### src/rtl/i2c_ctrl.sv
// Sequences one I2C register read/write into START/address/data/STOP byte commands for the bit engine.
// Latency: Go one cycle after acceptance and one cycle after each Trans_Done; RW_Done one cycle after the last step.
// Backpressure: one command in flight; waits for Trans_Done (or the timeout) before issuing the next; requests ignored while busy.
module i2c_ctrl #(
    parameter int TIMEOUT_CYCLES = 1_000_000
) (
    input  logic        Clk,
    input  logic        Rst_n,
    input  logic        wrreg_req,
    input  logic        rdreg_req,
    input  logic [6:0]  device_id,
    input  logic [15:0] reg_addr,
    input  logic        addr_mode,
    input  logic [7:0]  wrdata,
    output logic [7:0]  rddata,
    output logic        busy,
    output logic        RW_Done,
    output logic        ack_err,
    output logic        timeout,
    output logic [5:0]  Cmd,
    output logic        Go,
    output logic [7:0]  Tx_DATA,
    input  logic [7:0]  Rx_DATA,
    input  logic        Trans_Done,
    input  logic        ack_o
);

    localparam logic [5:0]  C_WR   = 6'b000001;
    localparam logic [5:0]  C_STA  = 6'b000010;
    localparam logic [5:0]  C_RD   = 6'b000100;
    localparam logic [5:0]  C_STO  = 6'b001000;
    localparam logic [5:0]  C_NACK = 6'b100000;
    localparam logic [19:0] TO_LAST = 20'(TIMEOUT_CYCLES - 1);

    typedef enum logic [1:0] {S_IDLE, S_ISSUE, S_WAIT, S_DONE} state_t;

    state_t      r_state, w_next;
    logic        r_is_rd, r_mode;
    logic [6:0]  r_dev;
    logic [15:0] r_addr;
    logic [7:0]  r_wdata;
    logic [2:0]  r_step;
    logic [19:0] r_cnt;
    logic        r_ack_err, r_timeout;
    logic [7:0]  r_rddata;

    logic        w_accept;
    logic [5:0]  w_step_cmd;
    logic [7:0]  w_step_dat;
    logic [2:0]  w_lo_idx, w_last_step;

    assign w_lo_idx    = r_mode ? 3'd2 : 3'd1;
    assign w_last_step = r_is_rd ? (w_lo_idx + 3'd2) : (w_lo_idx + 3'd1);

    // Step k is decoded from the latched request instead of storing a step list.
    always_comb begin
        w_step_cmd = 6'b0;
        w_step_dat = 8'h00;
        if (r_step == 3'd0) begin
            w_step_cmd = C_STA | C_WR;
            w_step_dat = {r_dev, 1'b0};
        end else if (r_mode && r_step == 3'd1) begin
            w_step_cmd = C_WR;
            w_step_dat = r_addr[15:8];
        end else if (r_step == w_lo_idx) begin
            w_step_cmd = C_WR;
            w_step_dat = r_addr[7:0];
        end else if (!r_is_rd) begin
            w_step_cmd = C_WR | C_STO;
            w_step_dat = r_wdata;
        end else if (r_step == w_lo_idx + 3'd1) begin
            w_step_cmd = C_STA | C_WR;
            w_step_dat = {r_dev, 1'b1};
        end else begin
            w_step_cmd = C_RD | C_NACK | C_STO;
            w_step_dat = 8'h00;
        end
    end

    always_ff @(posedge Clk or negedge Rst_n) begin
        if (!Rst_n) r_state <= S_IDLE;
        else        r_state <= w_next;
    end

    always_comb begin
        w_next   = r_state;
        w_accept = 1'b0;
        Go       = 1'b0;
        busy     = 1'b0;
        RW_Done  = 1'b0;
        Cmd      = 6'b0;
        Tx_DATA  = 8'h00;
        case (r_state)
            S_IDLE: begin
                if (wrreg_req || rdreg_req) begin
                    w_accept = 1'b1;
                    w_next   = S_ISSUE;
                end
            end
            S_ISSUE: begin
                Go      = 1'b1;
                busy    = 1'b1;
                Cmd     = w_step_cmd;
                Tx_DATA = w_step_dat;
                w_next  = S_WAIT;
            end
            S_WAIT: begin
                busy    = 1'b1;
                Cmd     = w_step_cmd;
                Tx_DATA = w_step_dat;
                if (Trans_Done)
                    w_next = (r_step == w_last_step) ? S_DONE : S_ISSUE;
                else if (r_cnt == TO_LAST)
                    w_next = S_DONE;
            end
            S_DONE: begin
                RW_Done = 1'b1;
                w_next  = S_IDLE;
            end
            default: w_next = S_IDLE;
        endcase
    end

    always_ff @(posedge Clk or negedge Rst_n) begin
        if (!Rst_n) begin
            r_is_rd   <= 1'b0;
            r_mode    <= 1'b0;
            r_dev     <= 7'h00;
            r_addr    <= 16'h0000;
            r_wdata   <= 8'h00;
            r_step    <= 3'd0;
            r_cnt     <= 20'd0;
            r_ack_err <= 1'b0;
            r_timeout <= 1'b0;
            r_rddata  <= 8'h00;
        end else begin
            if (w_accept) begin
                r_is_rd   <= !wrreg_req;
                r_mode    <= addr_mode;
                r_dev     <= device_id;
                r_addr    <= reg_addr;
                r_wdata   <= wrdata;
                r_step    <= 3'd0;
                r_ack_err <= 1'b0;
                r_timeout <= 1'b0;
            end
            if (r_state == S_ISSUE)
                r_cnt <= 20'd0;
            if (r_state == S_WAIT) begin
                if (Trans_Done) begin
                    if (w_step_cmd[0]) r_ack_err <= r_ack_err | ack_o;
                    if (w_step_cmd[2]) r_rddata  <= Rx_DATA;
                    r_step <= r_step + 3'd1;
                end else begin
                    r_cnt <= r_cnt + 20'd1;
                    if (r_cnt == TO_LAST) r_timeout <= 1'b1;
                end
            end
        end
    end

    assign rddata  = r_rddata;
    assign ack_err = r_ack_err;
    assign timeout = r_timeout;

endmodule
### config.mk
export PLATFORM = sky130hd
export DESIGN_NAME = i2c_ctrl
export DESIGN_NICKNAME = d
export VERILOG_FILES = /design/src/rtl/i2c_ctrl.sv
export SDC_FILE = /design/constraint.sdc
export NUM_CORES = 1
export LEC_CHECK = 0
export BUFFER_PORTS_ARGS = -buffer_cell sky130_fd_sc_hd__buf_2
export CORE_MARGIN = 4
export CORE_UTILIZATION = 59
export DETAILED_ROUTE_END_ITERATION = 6
export PLACE_DENSITY = 0.85
export SLEW_MARGIN = 5
export SYNTH_ARGS = -nofsm -noshare
export SYNTH_HDL_FRONTEND = slang
export SYNTH_SLANG_ARGS = --single-unit
export TNS_END_PERCENT = 20
### constraint.sdc
create_clock -name Clk -period 3.3 [get_ports Clk]
set_input_delay 0.66 -clock Clk [delete_from_list [all_inputs] [get_ports Clk]]
set_output_delay 0.66 -clock Clk [all_outputs]
set_load 0.01 [all_outputs]
; ---- After elaboration in Yosys (flattened, before gate mapping)
; Cells that the tools add are included.
[word_totals]
register_bits = 68
elab_cells = 72
[op_classes]
n_reduce_logical = 8
add_sub_neg = 4
muxes = 38
n_eq_ne = 10
bitwise = 1
[ops]
columns = cell, count
row1 = 2-to-1 mux 20 bit, 3
row2 = 2-to-1 mux 8 bit, 6
row3 = 2-to-1 mux 6 bit, 6
row4 = adder 20 x 1 -> 20 bit (second input constant), 1
row5 = == test 20 bit (second input constant), 1
row6 = 2-to-1 mux 1 bit, 13
row7 = 2-to-1 mux 3 bit, 4
row8 = 2-to-1 mux 2 bit, 5
row9 = case mux 2 bit (4 select lines), 1
row10 = == test 3 bit, 2
row11 = == test 2 bit (second input constant), 2
row12 = adder 2 x 1 -> 3 bit (second input constant), 1
row13 = adder 2 x 2 -> 3 bit (second input constant), 1
row14 = adder 3 x 1 -> 3 bit (second input constant), 1
row15 = == test 3 x 1 -> 1 bit (second input constant), 1
row16 = == test 3 x 2 -> 1 bit, 1
row17 = logical NOT 3 bit, 1
row18 = inequality test 3 bit (second input constant), 1
row19 = AND reduction 3 bit, 1
row20 = == test 2 x 1 -> 1 bit (second input constant), 1
row21 = logical NOT 2 bit, 1
row22 = inequality test 2 bit (second input constant), 1
row23 = AND reduction 2 bit, 1
row24 = OR reduction 2 bit, 1
row25 = other kinds (4), 4

; ---- Longest topological paths before layout
; Gate-level depths: netlist of the first run.
[logic_depth]
depth_word = 11
mapped_depth = 8

; ---- Worst setup path after synthesis of the first run
; Ideal clock, no wire load.
[synth_timing]
kind = flip-flop to output port
from = register r_step[0]
to = output port Cmd[5]
required_ns = 2.640
path_stages_with_launch = 8
slack_ns = 0.787
arrival_ns = 1.853
path_cell_list = dfrtp_1 -> buf_2 -> inv_1 -> ha_1 -> nor4bb_1 -> a211oi_2 -> nor3b_1 -> buf_4
[synth_between]
elab_chain_len = 7
word_cells_on_any_way = 11
cone_classes = eq/ne: 3 / mux: 6 / reduce/logical: 2
[synth_lines]
columns = element, line
row1 = start: declaration, 42  ; logic [2:0] r_step;
row2 = start signal: assignment, 153  ; r_step <= r_step + 3'd1;
row3 = == test 3 bit, 71  ; end else if (r_step == w_lo_idx + 3'd1) begin
row4 = 2-to-1 mux 6 bit, 71
row5 = 2-to-1 mux 6 bit, 68  ; end else if (!r_is_rd) begin
row6 = 2-to-1 mux 6 bit, 65  ; end else if (r_step == w_lo_idx) begin
row7 = 2-to-1 mux 6 bit, 62  ; end else if (r_mode && r_step == 3'd1) begin
row8 = 2-to-1 mux 6 bit *, 59  ; if (r_step == 3'd0) begin
row9 = 2-to-1 mux 6 bit *, 93  ; case (r_state)
row10 = end: declaration, 20  ; output logic [5:0] Cmd,
; Mark *: on every way between the ends. The rest lies on a longest branch, timed or not.

; ---- Worst setup path in the final report of the first run
[layout_timing]
from = register r_step[1]
to = output port Tx_DATA[7]
[layout_between]
elab_chain_len = 7
word_cells_on_any_way = 11
cone_classes = eq/ne: 3 / mux: 6 / reduce/logical: 2
[layout_lines]
columns = element, line
row1 = == test 3 bit, 71
row2 = 2-to-1 mux 8 bit, 71
row3 = 2-to-1 mux 8 bit, 68
row4 = 2-to-1 mux 8 bit, 65
row5 = 2-to-1 mux 8 bit, 62
row6 = 2-to-1 mux 8 bit *, 59
row7 = 2-to-1 mux 8 bit *, 93
row8 = end: declaration, 22  ; output logic [7:0] Tx_DATA,
; Marks and branches as above.

==> results.ini, run 1 <==
[status]
status=complete, no violations

[power_and_ir_drop]
p_comb_share_pct=44.5
vdd_drop_max_v=0.000491
clock_power_share_pct=17.3
seqPwrFrac_pct=38.2
switching_share_pct=39.5
p_int_w=0.00217
p_switching_w=0.00142
power_density_mw_per_mm2=863
p_leak_nw=1.94

[clock_tree]
cts_hold_buf=0
path_clk_slew_ps=80
ctsHtreeMaxLevel=3
clk_latency_ps=350
cts_buffers=9
post-cts-setup-buffers=0
tritoncts=built
cts_resized=0
clk_path_buf_depth=2
cts-root-buf=clkbuf_8
cts_sinks=68

[route]
post_drt_wl_per_cell_um=16.8
firstDrtPassIters=6
drt_iter0_drc=198
antenna_left=0
routed_wl_um=8140
drc=0
num_vias=2943
vias_per_cell=6.08

[min_path]
min_path_type=reg2reg

[synth]
ys_seq_area_share_pct=47.1
synth_simple_gate_area_share_pct=14.4
synth-compound-area-share_pct=16.9
synthDistinctLibCells=56
synth_top_family_by_area=compound AO/OA/AOI/OAI gates
synth_xor_area_share_pct=0.485
syn-cell-area_mm2=0.00361
synthAdderAreaFrac_pct=3.12
postSynth.asyncResetShare_pct=100
synth.avg_cell_area_um2=10.6
syn-num-nets=396
yosysWarnings=0
muxShareOfSynthArea_pct=12.7
ys_ff_latch=68
ys.flop_type=dfrtp_1
synth-edff-count=0
synth_cells=341

[run]
maxCapViolCount=0

[worst_setup_path]
required_ps=2640
critPathMaxFanout=10
worst-path-buf-inv=2
arrival_ps=2360
cp_top_family=compound AO/OA/AOI/OAI gates
crit_path_end_kind=output pin
path_cells=inv_1, ha_1, nand3b_1, a211oi_1, o211ai_1, o22ai_1, buf_2
worst_path_max_delay_cell=dfrtp_1
cp-start-kind=register
worstSetupPathType=reg2out
slowest_delay_ps=510

[floorplan]
rows=28
fp.dieArea_mm2=0.00744
core_area_mm2=0.00592
die_w_um=86.3
io-pin-count=73
initial_core_util_pct=61.0
fp.dieH_um=86.3

[timing]
slew_violations=0
finalSetupViolations=0
rsz0062_at_grt=no
worst_pin_slew_ps=854
period_needed_ps=3020
finalHoldViolCount=0
fin_crit_sh_pct=91.5
slew_headroom_pct=42.9
max_freq_mhz=331
setup_tns_ps=0
clock_skew_ps=8.93

[grt]
grt_max_degree=69
grt_pass1_vias=2810
grt_overflow=0
grtUsageTotal_pct=23.3
grt_pass1_wl_um=13800
antenna_found_initial=0

[layout]
num_antenna_cells=0
instances_no_fill=484
nets=459
drive_gt1_share_pct=34.5
area_growth_pct=15.2

[place]
dpl.cell_count=468
globalplace.congestion=0.836
io_buffers=71
place_hpwl_um=5840

-- cells by family (layout without fill, tap and decap cells) --
family	after synthesis	after routing
compound gates	94	94
simple gates	85	85
flops	68	68
mux	41	41
buf+inv	41	109
fa+ha+maj	9	9
xor+xnor	2	2
other cells	1	1
-- stage by stage --
step                worst slack, ps  utilization (%)  hold WS (ps)  area, µm²  power, W
floorplan                       787                -           364       3610   0.00247
global placement                727             67.4           469       3990   0.00292
detailed placement              679             67.4           475       3990   0.00298
CTS                             278             70.3           491       4160   0.00360
global route                    110             70.3           519       4160   0.00386
finish                          280             70.3           494       4160   0.00359
-- worst register-to-register path, stage by stage (launching register included) --
cell and delay [ps]:
dfrtp_1 570, inv_1 120, ha_1 270, nor4bb_1 340, a211oi_2 130, nor3_4 330, mux2_2 390
-- metal layers --
metal | GRT usage [%] | routed length (µm)
met5 | 0 | 0
met1 | 33.7 | 3610
met3 | 5.32 | 658
met2 | 35.3 | 3730
met4 | 7.08 | 137
-- final cells by class --
type / count / area [µm²]
Fill cell: 425 / 1760
Multi-Input combinational cell: 232 / 1740
Sequential cell: 68 / 1700
Timing Repair Buffer: 76 / 393
Clock buffer: 9 / 124
Tap cell: 75 / 93.8
Inverter: 17 / 63.8
Clock inverter: 7 / 51.3
-- registers in the layout, summed over array words and instances (netlist names) --
name,cells
rddata,8
r_cnt,20
r_step,3
timeout,1
r_addr,16
ack_err,1
r_state,2
r_dev,7
r_wdata,8
r_mode,1
r_is_rd,1
-- placed cells by master (no fill, tap or decap), drive strengths merged, types with 10 or more instances in the layout --
cell / n
nand3: 10
a31oi: 10
inv: 19
o21ai: 33
buf: 76
mux2: 40
nand2: 23
and4: 10
dfrtp: 68
-- worst paths after layout --
check / start / endpoint / slack, ps / depth (start not counted)
max: r_step[1] / Tx_DATA[7] / 280 / 7
min: r_cnt[18] / r_cnt[18] / 490 / 1
max reg2reg: r_step[0] / rddata[3] / 1040 / 6
min reg2reg: r_cnt[18] / r_cnt[18] / 490 / 1
max in group asynchronous: Rst_n / r_addr[6] / 2270 / 2
min in group asynchronous: Rst_n / r_dev[1] / 500 / 2
-- power by group through the flow --
stage | combinational [W] | clock [W] | sequential (W)
floorplan | 0.00118 | 0 | 0.00130
global placement | 0.00156 | 0 | 0.00136
detailed placement | 0.00159 | 0 | 0.00139
CTS | 0.00161 | 0.000632 | 0.00137
global route | 0.00178 | 0.000669 | 0.00142
finish | 0.00160 | 0.000621 | 0.00137
-- cells in the mapped netlist (2+ instances only) --
| cell type | count | area [µm²] |
|---|---|---|
| a211oi_1 | 8 | 60.1 |
| a21oi_1 | 9 | 45.0 |
| a31oi_1 | 10 | 62.6 |
| a41oi_1 | 3 | 26.3 |
| and3_1 | 5 | 31.3 |
| and4_1 | 10 | 87.6 |
| buf_2 | 8 | 40.0 |
| buf_4 | 2 | 15.0 |
| buf_6 | 2 | 22.5 |
| clkbuf_1 | 11 | 41.3 |
| dfrtp_1 | 68 | 1700 |
| ha_1 | 9 | 113 |
| inv_1 | 17 | 63.8 |
| mux2_2 | 40 | 450 |
| nand2_1 | 23 | 86.3 |
| nand2b_1 | 2 | 12.5 |
| nand3_1 | 10 | 50.1 |
| nand3b_1 | 3 | 22.5 |
| nand4_1 | 6 | 37.5 |
| nor2_1 | 8 | 30.0 |
| nor2b_1 | 3 | 18.8 |
| nor3b_1 | 2 | 15.0 |
| o211ai_1 | 2 | 15.0 |
| o21a_1 | 2 | 15.0 |
| o21ai_0 | 32 | 160 |
| o21bai_1 | 2 | 15.0 |
| o22ai_1 | 8 | 50.1 |
| o311ai_0 | 3 | 26.3 |
| o31ai_1 | 2 | 15.0 |
| o41ai_1 | 3 | 26.3 |
| or4b_1 | 2 | 20.0 |
| xnor2_1 | 2 | 17.5 |
No activity file was read; power rests on OpenSTA's default activity.
==> run 2, diff against run 1 <==
--- a/config.mk
+++ b/config.mk
@@ -5,9 +5,11 @@
 export SDC_FILE = /design/constraint.sdc
 export NUM_CORES = 1
 export LEC_CHECK = 0
+export ABC_AREA = 1
 export BUFFER_PORTS_ARGS = -buffer_cell sky130_fd_sc_hd__buf_2
+export CORE_ASPECT_RATIO = 1.25
 export CORE_MARGIN = 4
-export CORE_UTILIZATION = 59
+export CORE_UTILIZATION = 60
 export DETAILED_ROUTE_END_ITERATION = 6
 export PLACE_DENSITY = 0.85
 export SLEW_MARGIN = 5
==> results.ini, run 2 <==
[route]
firstDrtPassIters=7  ; was 6
antenna_left=0  ; unchanged
routed_wl_um=8500  ; was 8140 µm
drt_iter0_drc=237  ; was 198
vias_per_cell=5.28  ; was 6.08
num_vias=3377  ; was 2,943
post_drt_wl_per_cell_um=13.3  ; was 16.8 µm
drc=0  ; unchanged

[floorplan]
fp.dieH_um=97.4  ; was 86.3 µm
core_area_mm2=0.00621  ; was 0.00592 mm²
die_w_um=79.5  ; was 86.3 µm
io-pin-count=73  ; unchanged
initial_core_util_pct=61.8  ; was 61.0%
fp.dieArea_mm2=0.00774  ; was 0.00744 mm²
rows=32  ; was 28

[worst_setup_path]
regToRegSetupSlack_ps=1330  ; was 1040 ps
path_cells=inv_2, ha_1, nand2_2, nand2_1, o21bai_1, a21oi_1, buf_2  ; was inv_1, ha_1, nand3b_1, a211oi_1, o211ai_1, o22ai_1, buf_2
worstSetupPathType=reg2out  ; unchanged
timing.rr.end=r_cnt[10]  ; was rddata[3]
crit_path_end_kind=output pin  ; unchanged
worst_path_max_delay_cell=dfrtp_1  ; unchanged
cp_top_family=flip-flops  ; was compound AO/OA/AOI/OAI gates
cp-start-kind=register  ; unchanged
reg2reg_depth=9  ; was 6
slowest_delay_ps=500  ; was 510 ps
required_ps=2640  ; about the same
worstReg2RegStart=r_state[0]  ; was r_step[0]
worst-path-buf-inv=2  ; unchanged
critPathMaxFanout=17  ; was 10
startpoint=r_step[0]  ; was r_step[1]
arrival_ps=2050  ; was 2360 ps

[clock_tree]
clk_latency_ps=350  ; about the same
cts_sinks=68  ; unchanged
path_clk_slew_ps=80  ; about the same
cts_hold_buf=0  ; unchanged
post-cts-setup-buffers=0  ; unchanged
ctsHtreeMaxLevel=3  ; unchanged
cts_resized=0  ; unchanged
cts_buffers=9  ; unchanged
cts-root-buf=clkbuf_8  ; unchanged
clk_path_buf_depth=2  ; unchanged
tritoncts=built  ; unchanged

[layout]
top_regs=r_cnt (20), r_addr (16)  ; unchanged
multi_input_area_mm2=0.00182  ; was 0.00174 mm²
layout_commonest_cell=nand2_1  ; was buf_2
drive_gt1_share_pct=24.1  ; was 34.5%
fillers=470  ; was 425
top_register=r_cnt  ; unchanged
num_antenna_cells=0  ; unchanged
mostFrequentLayoutCells=123 x nand2_1, 71 x buf_2, 68 x dfrtp_1, 57 x nor2_1, 49 x inv_1  ; was 71 x buf_2, 68 x dfrtp_1, 40 x mux2_2, 31 x o21ai_0, 23 x nand2_1
regArea_mm2=0.00170  ; unchanged
largest_reg_flops=20  ; unchanged
area_growth_pct=15.6  ; was 15.2%
nets=606  ; was 459

[synth]
postSynth.asyncResetShare_pct=100  ; unchanged
yosysMostFrequentCell=nand2_1  ; was dfrtp_1
yosys-top-cells-count=123 x nand2_1, 68 x dfrtp_1, 57 x nor2_1  ; was 68 x dfrtp_1, 40 x mux2_2, 32 x o21ai_0
ys_ff_latch=68  ; unchanged
synthTopCellsByArea=dfrtp_1 44%, nand2_1 12%, nor2_1 5.6%  ; was dfrtp_1 47%, mux2_2 12%, o21ai_0 4.4%
ys_seq_area_share_pct=44.4  ; was 47.1%
synth_top_area_share_pct=44.4  ; was 47.1%
ys.flop_type=dfrtp_1  ; unchanged
synthDistinctLibCells=35  ; was 56
synth.avg_cell_area_um2=7.94  ; was 10.6 µm²
yosysTopAreaCell=dfrtp_1  ; unchanged
syn-cell-area_mm2=0.00383  ; was 0.00361 mm²
syn-num-nets=538  ; was 396
synth-edff-count=0  ; unchanged
synth_cells=483  ; was 341
yosysWarnings=0  ; unchanged

[place]
io_buffers=71  ; unchanged
post-place-ws_ps=993  ; was 679 ps
globalplace.congestion=0.913  ; was 0.836
place_hpwl_um=6240  ; was 5840 µm

[timing]
clock_skew_ps=12.2  ; was 8.93 ps
finalHoldViolCount=0  ; unchanged
fin_crit_sh_pct=82.0  ; was 91.5%
finalSetupViolations=0  ; unchanged
slew_headroom_pct=47.7  ; was 42.9%
worst_pin_slew_ps=784  ; was 854 ps
max_freq_mhz=369  ; was 331 MHz
slew_violations=0  ; unchanged
period_needed_ps=2710  ; was 3020 ps
setup_tns_ps=0  ; unchanged
fin_ws_ps=594  ; was 280 ps
rsz0062_at_grt=no  ; unchanged

[grt]
busiest_layer=met2  ; unchanged
grt_pass1_wl_um=15000  ; was 13,800 µm
grt_overflow=0  ; unchanged
antenna_found_initial=0  ; unchanged
grt_pass1_vias=3444  ; was 2,810
grt_use_met3_pct=5.29  ; was 5.32%
met2_usage_pct=42.1  ; was 35.3%
grt_max_degree=53  ; was 69
grtUsageTotal_pct=24.2  ; was 23.3%
met1_usage_pct=28.4  ; was 33.7%

[power_and_ir_drop]
switching_share_pct=42.4  ; was 39.5%
vdd_drop_max_v=0.000590  ; was 0.000491 V
clock_power_share_pct=19.2  ; was 17.3%
power_w=0.00377  ; was 0.00359 W
power_density_mw_per_mm2=850  ; was 863 mW/mm²
p_switching_w=0.00160  ; was 0.00142 W
p_leak_nw=2.30  ; was 1.94 nW
p_int_w=0.00217  ; about the same
seqPwrFrac_pct=34.7  ; was 38.2%
p_comb_share_pct=46.2  ; was 44.5%

[status]
status=complete, no violations  ; unchanged

[min_path]
min_path_type=in2async  ; was reg2reg

[run]
maxCapViolCount=0  ; unchanged

run 2: changes by cell type after synthesis, sizes merged, moves of 24 or more:
| cell | before | now |
|---|---|---|
| a21oi | 9 | 35 |
| inv | 17 | 54 |
| mux2 | 40 | 16 |
| nand2 | 23 | 132 |
| nand3 | 10 | 42 |
| nor2 | 8 | 60 |
run 2: power by group through the flow:
stage / Clock (W) / Combinational, W / Sequential, W
global placement: 0 / 0.00168 / 0.00130
floorplan: 0 / 0.00133 / 0.00125
global route: 0.000769 / 0.00197 / 0.00134
finish: 0.000721 / 0.00174 / 0.00131
detailed placement: 0 / 0.00173 / 0.00132
CTS: 0.000730 / 0.00174 / 0.00130
run 2: metrics by stage:
| stage | cells | utilization (%) | hold slack [ps] | area [µm²] |
|---|---|---|---|---|
| 6_report | 640 | 71.4 | 378 | 4430 |
| 2_1_floorplan | 483 | - | 364 | 3830 |
| 3_5_place_dp | 625 | 68.0 | 458 | 4220 |
| 4_1_cts | 640 | 71.4 | 417 | 4430 |
| 3_3_place_gp | 625 | 68.0 | 449 | 4220 |
| 5_1_grt | 640 | 71.4 | 438 | 4430 |
run 2: kinds of logic after synthesis:
group                      after synthesis  synth area share (%)
and+or+nand+nor                        251                  30.1
xor gates and xnor gates                 2                 0.457
muxes                                   17                  4.96
DFF                                     68                  44.4
adders and majority gates                9                  2.94
buffers and inverters                   71                  8.32
other                                    1                0.0978
AOI/OAI and AO/OA                       64                  8.74
run 2: cell type report:
class	count	share of cell area, %
Clock buffer	12	3.73
Clock inverter	3	1.02
Inverter	55	4.71
Multi-Input combinational cell	344	41.1
Sequential cell	68	38.4
Tap cell	85	2.40
Timing Repair Buffer	73	8.64
run 2: per-layer routing:
layer | wire [µm] | up-vias
met5 | 0 | -
met4 | 165 | 0
met3 | 506 | 13
met2 | 4420 | 115
met1 | 3400 | 1561
li1 | - | 1688
run 2: worst reg2reg max path, delay by kind of cell (launching register included):
family                   cells  cell delay [ps]
buffers and inverters        2              340
AND/OR/NAND/NOR              5              680
AO/OA/AOI/OAI                1               90
adder cells (fa/ha/maj)      1              360
flip-flops                   1              410
run 2: worst max path at each step:
stage                 endpoint  slack, ps  depth (start not counted)
floorplan               Cmd[5]       1110                          6
global placement        Cmd[0]       1070                          7
detailed placement      Cmd[0]        990                          7
CTS                     Cmd[0]        610                          7
global route            Cmd[0]        450                          7
finish              Tx_DATA[0]        590                          7
==> run 3, diff against run 2 <==
--- a/config.mk
+++ b/config.mk
@@ -9,9 +9,9 @@
 export BUFFER_PORTS_ARGS = -buffer_cell sky130_fd_sc_hd__buf_2
 export CORE_ASPECT_RATIO = 1.25
 export CORE_MARGIN = 4
-export CORE_UTILIZATION = 60
+export CORE_UTILIZATION = 56
 export DETAILED_ROUTE_END_ITERATION = 6
-export PLACE_DENSITY = 0.85
+export PLACE_DENSITY = 0.81
 export SLEW_MARGIN = 5
 export SYNTH_ARGS = -nofsm -noshare
 export SYNTH_HDL_FRONTEND = slang
==> constraint.sdc (replaced) <==
create_clock -name Clk -period 2.5 [get_ports Clk]
set_input_delay 0.5 -clock Clk [delete_from_list [all_inputs] [get_ports Clk]]
set_output_delay 0.5 -clock Clk [all_outputs]
set_load 0.01 [all_outputs]
==> results.ini, run 3 (synthesized netlist as in run 2, its figures left out) <==
[worst_setup_path]
worst_path_max_delay_cell=dfrtp_1  ; unchanged
arrival_ps=1870  ; was 2050 ps
cp-start-kind=register  ; unchanged
required_ps=2000  ; was 2640 ps
worst-path-buf-inv=4  ; was 2
slowest_delay_ps=420  ; was 500 ps
cp_top_family=buffers and inverters  ; was flip-flops
worst_path_most_repeated_cell=nand2_1
path_cells=inv_2, ha_1, nand3_2, inv_6, nand2_1, nand2_1, inv_1, a21oi_1, buf_2  ; was inv_2, ha_1, nand2_2, nand2_1, o21bai_1, a21oi_1, buf_2
critPathMaxFanout=14  ; was 17
crit_path_end_kind=output pin  ; unchanged
worstSetupPathType=reg2out  ; unchanged

[floorplan]
io-pin-count=73  ; unchanged
initial_core_util_pct=58.0  ; was 61.8%
core_area_mm2=0.00661  ; was 0.00621 mm²
die_w_um=82.0  ; was 79.5 µm
fp.dieH_um=101  ; was 97.4 µm
fp.dieArea_mm2=0.00824  ; was 0.00774 mm²
rows=33  ; was 32

[timing]
worst_pin_slew_ps=617  ; was 784 ps
finalHoldViolCount=0  ; unchanged
rsz0062_at_grt=yes  ; was no
slew_violations=0  ; unchanged
finalSetupViolations=0  ; unchanged
setup_tns_ps=0  ; unchanged
slew_headroom_pct=58.8  ; was 47.7%
period_needed_ps=2370
fin_crit_sh_pct=95.0
max_freq_mhz=421
clock_skew_ps=11.8  ; was 12.2 ps
whs_ps=106  ; was 378 ps

[clock_tree]
cts_buffers=9  ; unchanged
ctsHtreeMaxLevel=3  ; unchanged
cts_sinks=68  ; unchanged
tritoncts=built  ; unchanged
clk_path_buf_depth=2  ; unchanged
cts_hold_buf=0  ; unchanged
clk_latency_ps=350  ; about the same
cts-root-buf=clkbuf_8  ; unchanged
path_clk_slew_ps=80  ; about the same

[route]
antenna_left=0  ; unchanged
num_vias=3464  ; was 3,377
post_drt_wl_per_cell_um=14.0  ; was 13.3 µm
routed_wl_um=9060  ; was 8500 µm
vias_per_cell=5.35  ; was 5.28
drc=0  ; unchanged
drt_iter0_drc=229  ; was 237
firstDrtPassIters=4  ; was 7

[grt]
grt_max_degree=31  ; was 53
grt_overflow=0  ; unchanged
grtUsageTotal_pct=23.6  ; was 24.2%
antenna_found_initial=0  ; unchanged
grt_pass1_wl_um=15000  ; about the same
grt_pass1_vias=3443  ; was 3,444

[layout]
layout_commonest_cell=nand2_1  ; unchanged
area_growth_pct=18.1  ; was 15.6%
nets=611  ; was 606
instances_no_fill=648  ; was 640
top_regs=r_cnt (20), r_addr (16)  ; unchanged
drive_gt1_share_pct=25.5  ; was 24.1%
largest_reg_flops=20  ; unchanged
mostFrequentLayoutCells=123 x nand2_1, 71 x buf_2, 67 x dfrtp_1, 57 x nor2_1, 49 x inv_1  ; was 123 x nand2_1, 71 x buf_2, 68 x dfrtp_1, 57 x nor2_1, 49 x inv_1
top_register=r_cnt  ; unchanged
num_antenna_cells=0  ; unchanged
utilization_pct=68.5  ; was 71.4%

[min_path]
min_path_type=in2async  ; unchanged

[power_and_ir_drop]
power_density_mw_per_mm2=1150  ; was 850 mW/mm²
p_leak_nw=2.34  ; was 2.30 nW
vdd_drop_max_v=0.000813  ; was 0.000590 V

[place]
io_buffers=71  ; unchanged
place_hpwl_um=6770  ; was 6240 µm
dpl.cell_count=630  ; was 625
globalplace.congestion=0.836  ; was 0.913

[run]
maxCapViolCount=0  ; unchanged

[status]
status=complete, no violations  ; unchanged

-- run 3: final cells by class --
class	instances	area, µm²
inverters	55	214
clock buffers	11	151
well taps	87	109
multi-input cells	344	1830
repair buffers	78	433
flip-flops and latches	68	1700
clock inverters	5	83.8
fillers	568	2080
-- run 3: final timing paths --
| path | end | cells past startpoint | startpoint | slack (ps) |
|---|---|---|---|---|
| max reg2reg | r_cnt[10] | 9 | r_state[0] | 490 |
| max | Tx_DATA[6] | 9 | r_step[1] | 130 |
| min | r_cnt[9] | 1 | Rst_n | 110 |
| max in group asynchronous | r_step[0] | 2 | Rst_n | 1720 |
| min reg2reg | rddata[3] | 2 | rddata[3] | 470 |
| min in group Clk | r_addr[15] | 2 | reg_addr[15] | 380 |
-- run 3: worst register-to-register path: stages, from the launching register on --
cell	delay (ps)
dfrtp_1	420
inv_1	120
ha_1	360
nand2_2	220
clkinv_1	230
nand3_1	140
nor2_1	160
nand2_1	80
nand3_1	70
o21ai_0	100
-- run 3: per-stage QoR --
step,power (W),cell area (µm²),setup slack (ps)
2_1_floorplan,0.00341,3830,471
3_3_place_gp,0.00403,4260,415
3_5_place_dp,0.00411,4260,352
4_1_cts,0.00518,4500,39.4
5_1_grt,0.00560,4530,-1.00
6_report,0.00521,4530,125
-- run 3: timing repair --
item                       in CTS  in global routing
gates resized for setup         1                  5
pin swaps                       0                  2
setup buffers                   0                  2
gates cloned                    0                  0
setup endpoints to repair       3                 11
-- run 3: per-layer routing --
| metal | part of all wire, % | GRT usage [%] |
|---|---|---|
| met5 | 0 | 0 |
| met3 | 7.5 | 5.64 |
| met2 | 50 | 39.9 |
| met4 | 2.2 | 9.85 |
| met1 | 41 | 28.4 |
-- run 3: where the power goes --
group          internal [W]  switching [W]  leakage, nW
Combinational      0.000944        0.00148         1.37
Clock              0.000618       0.000435        0.112
Sequential          0.00146       0.000273        0.853
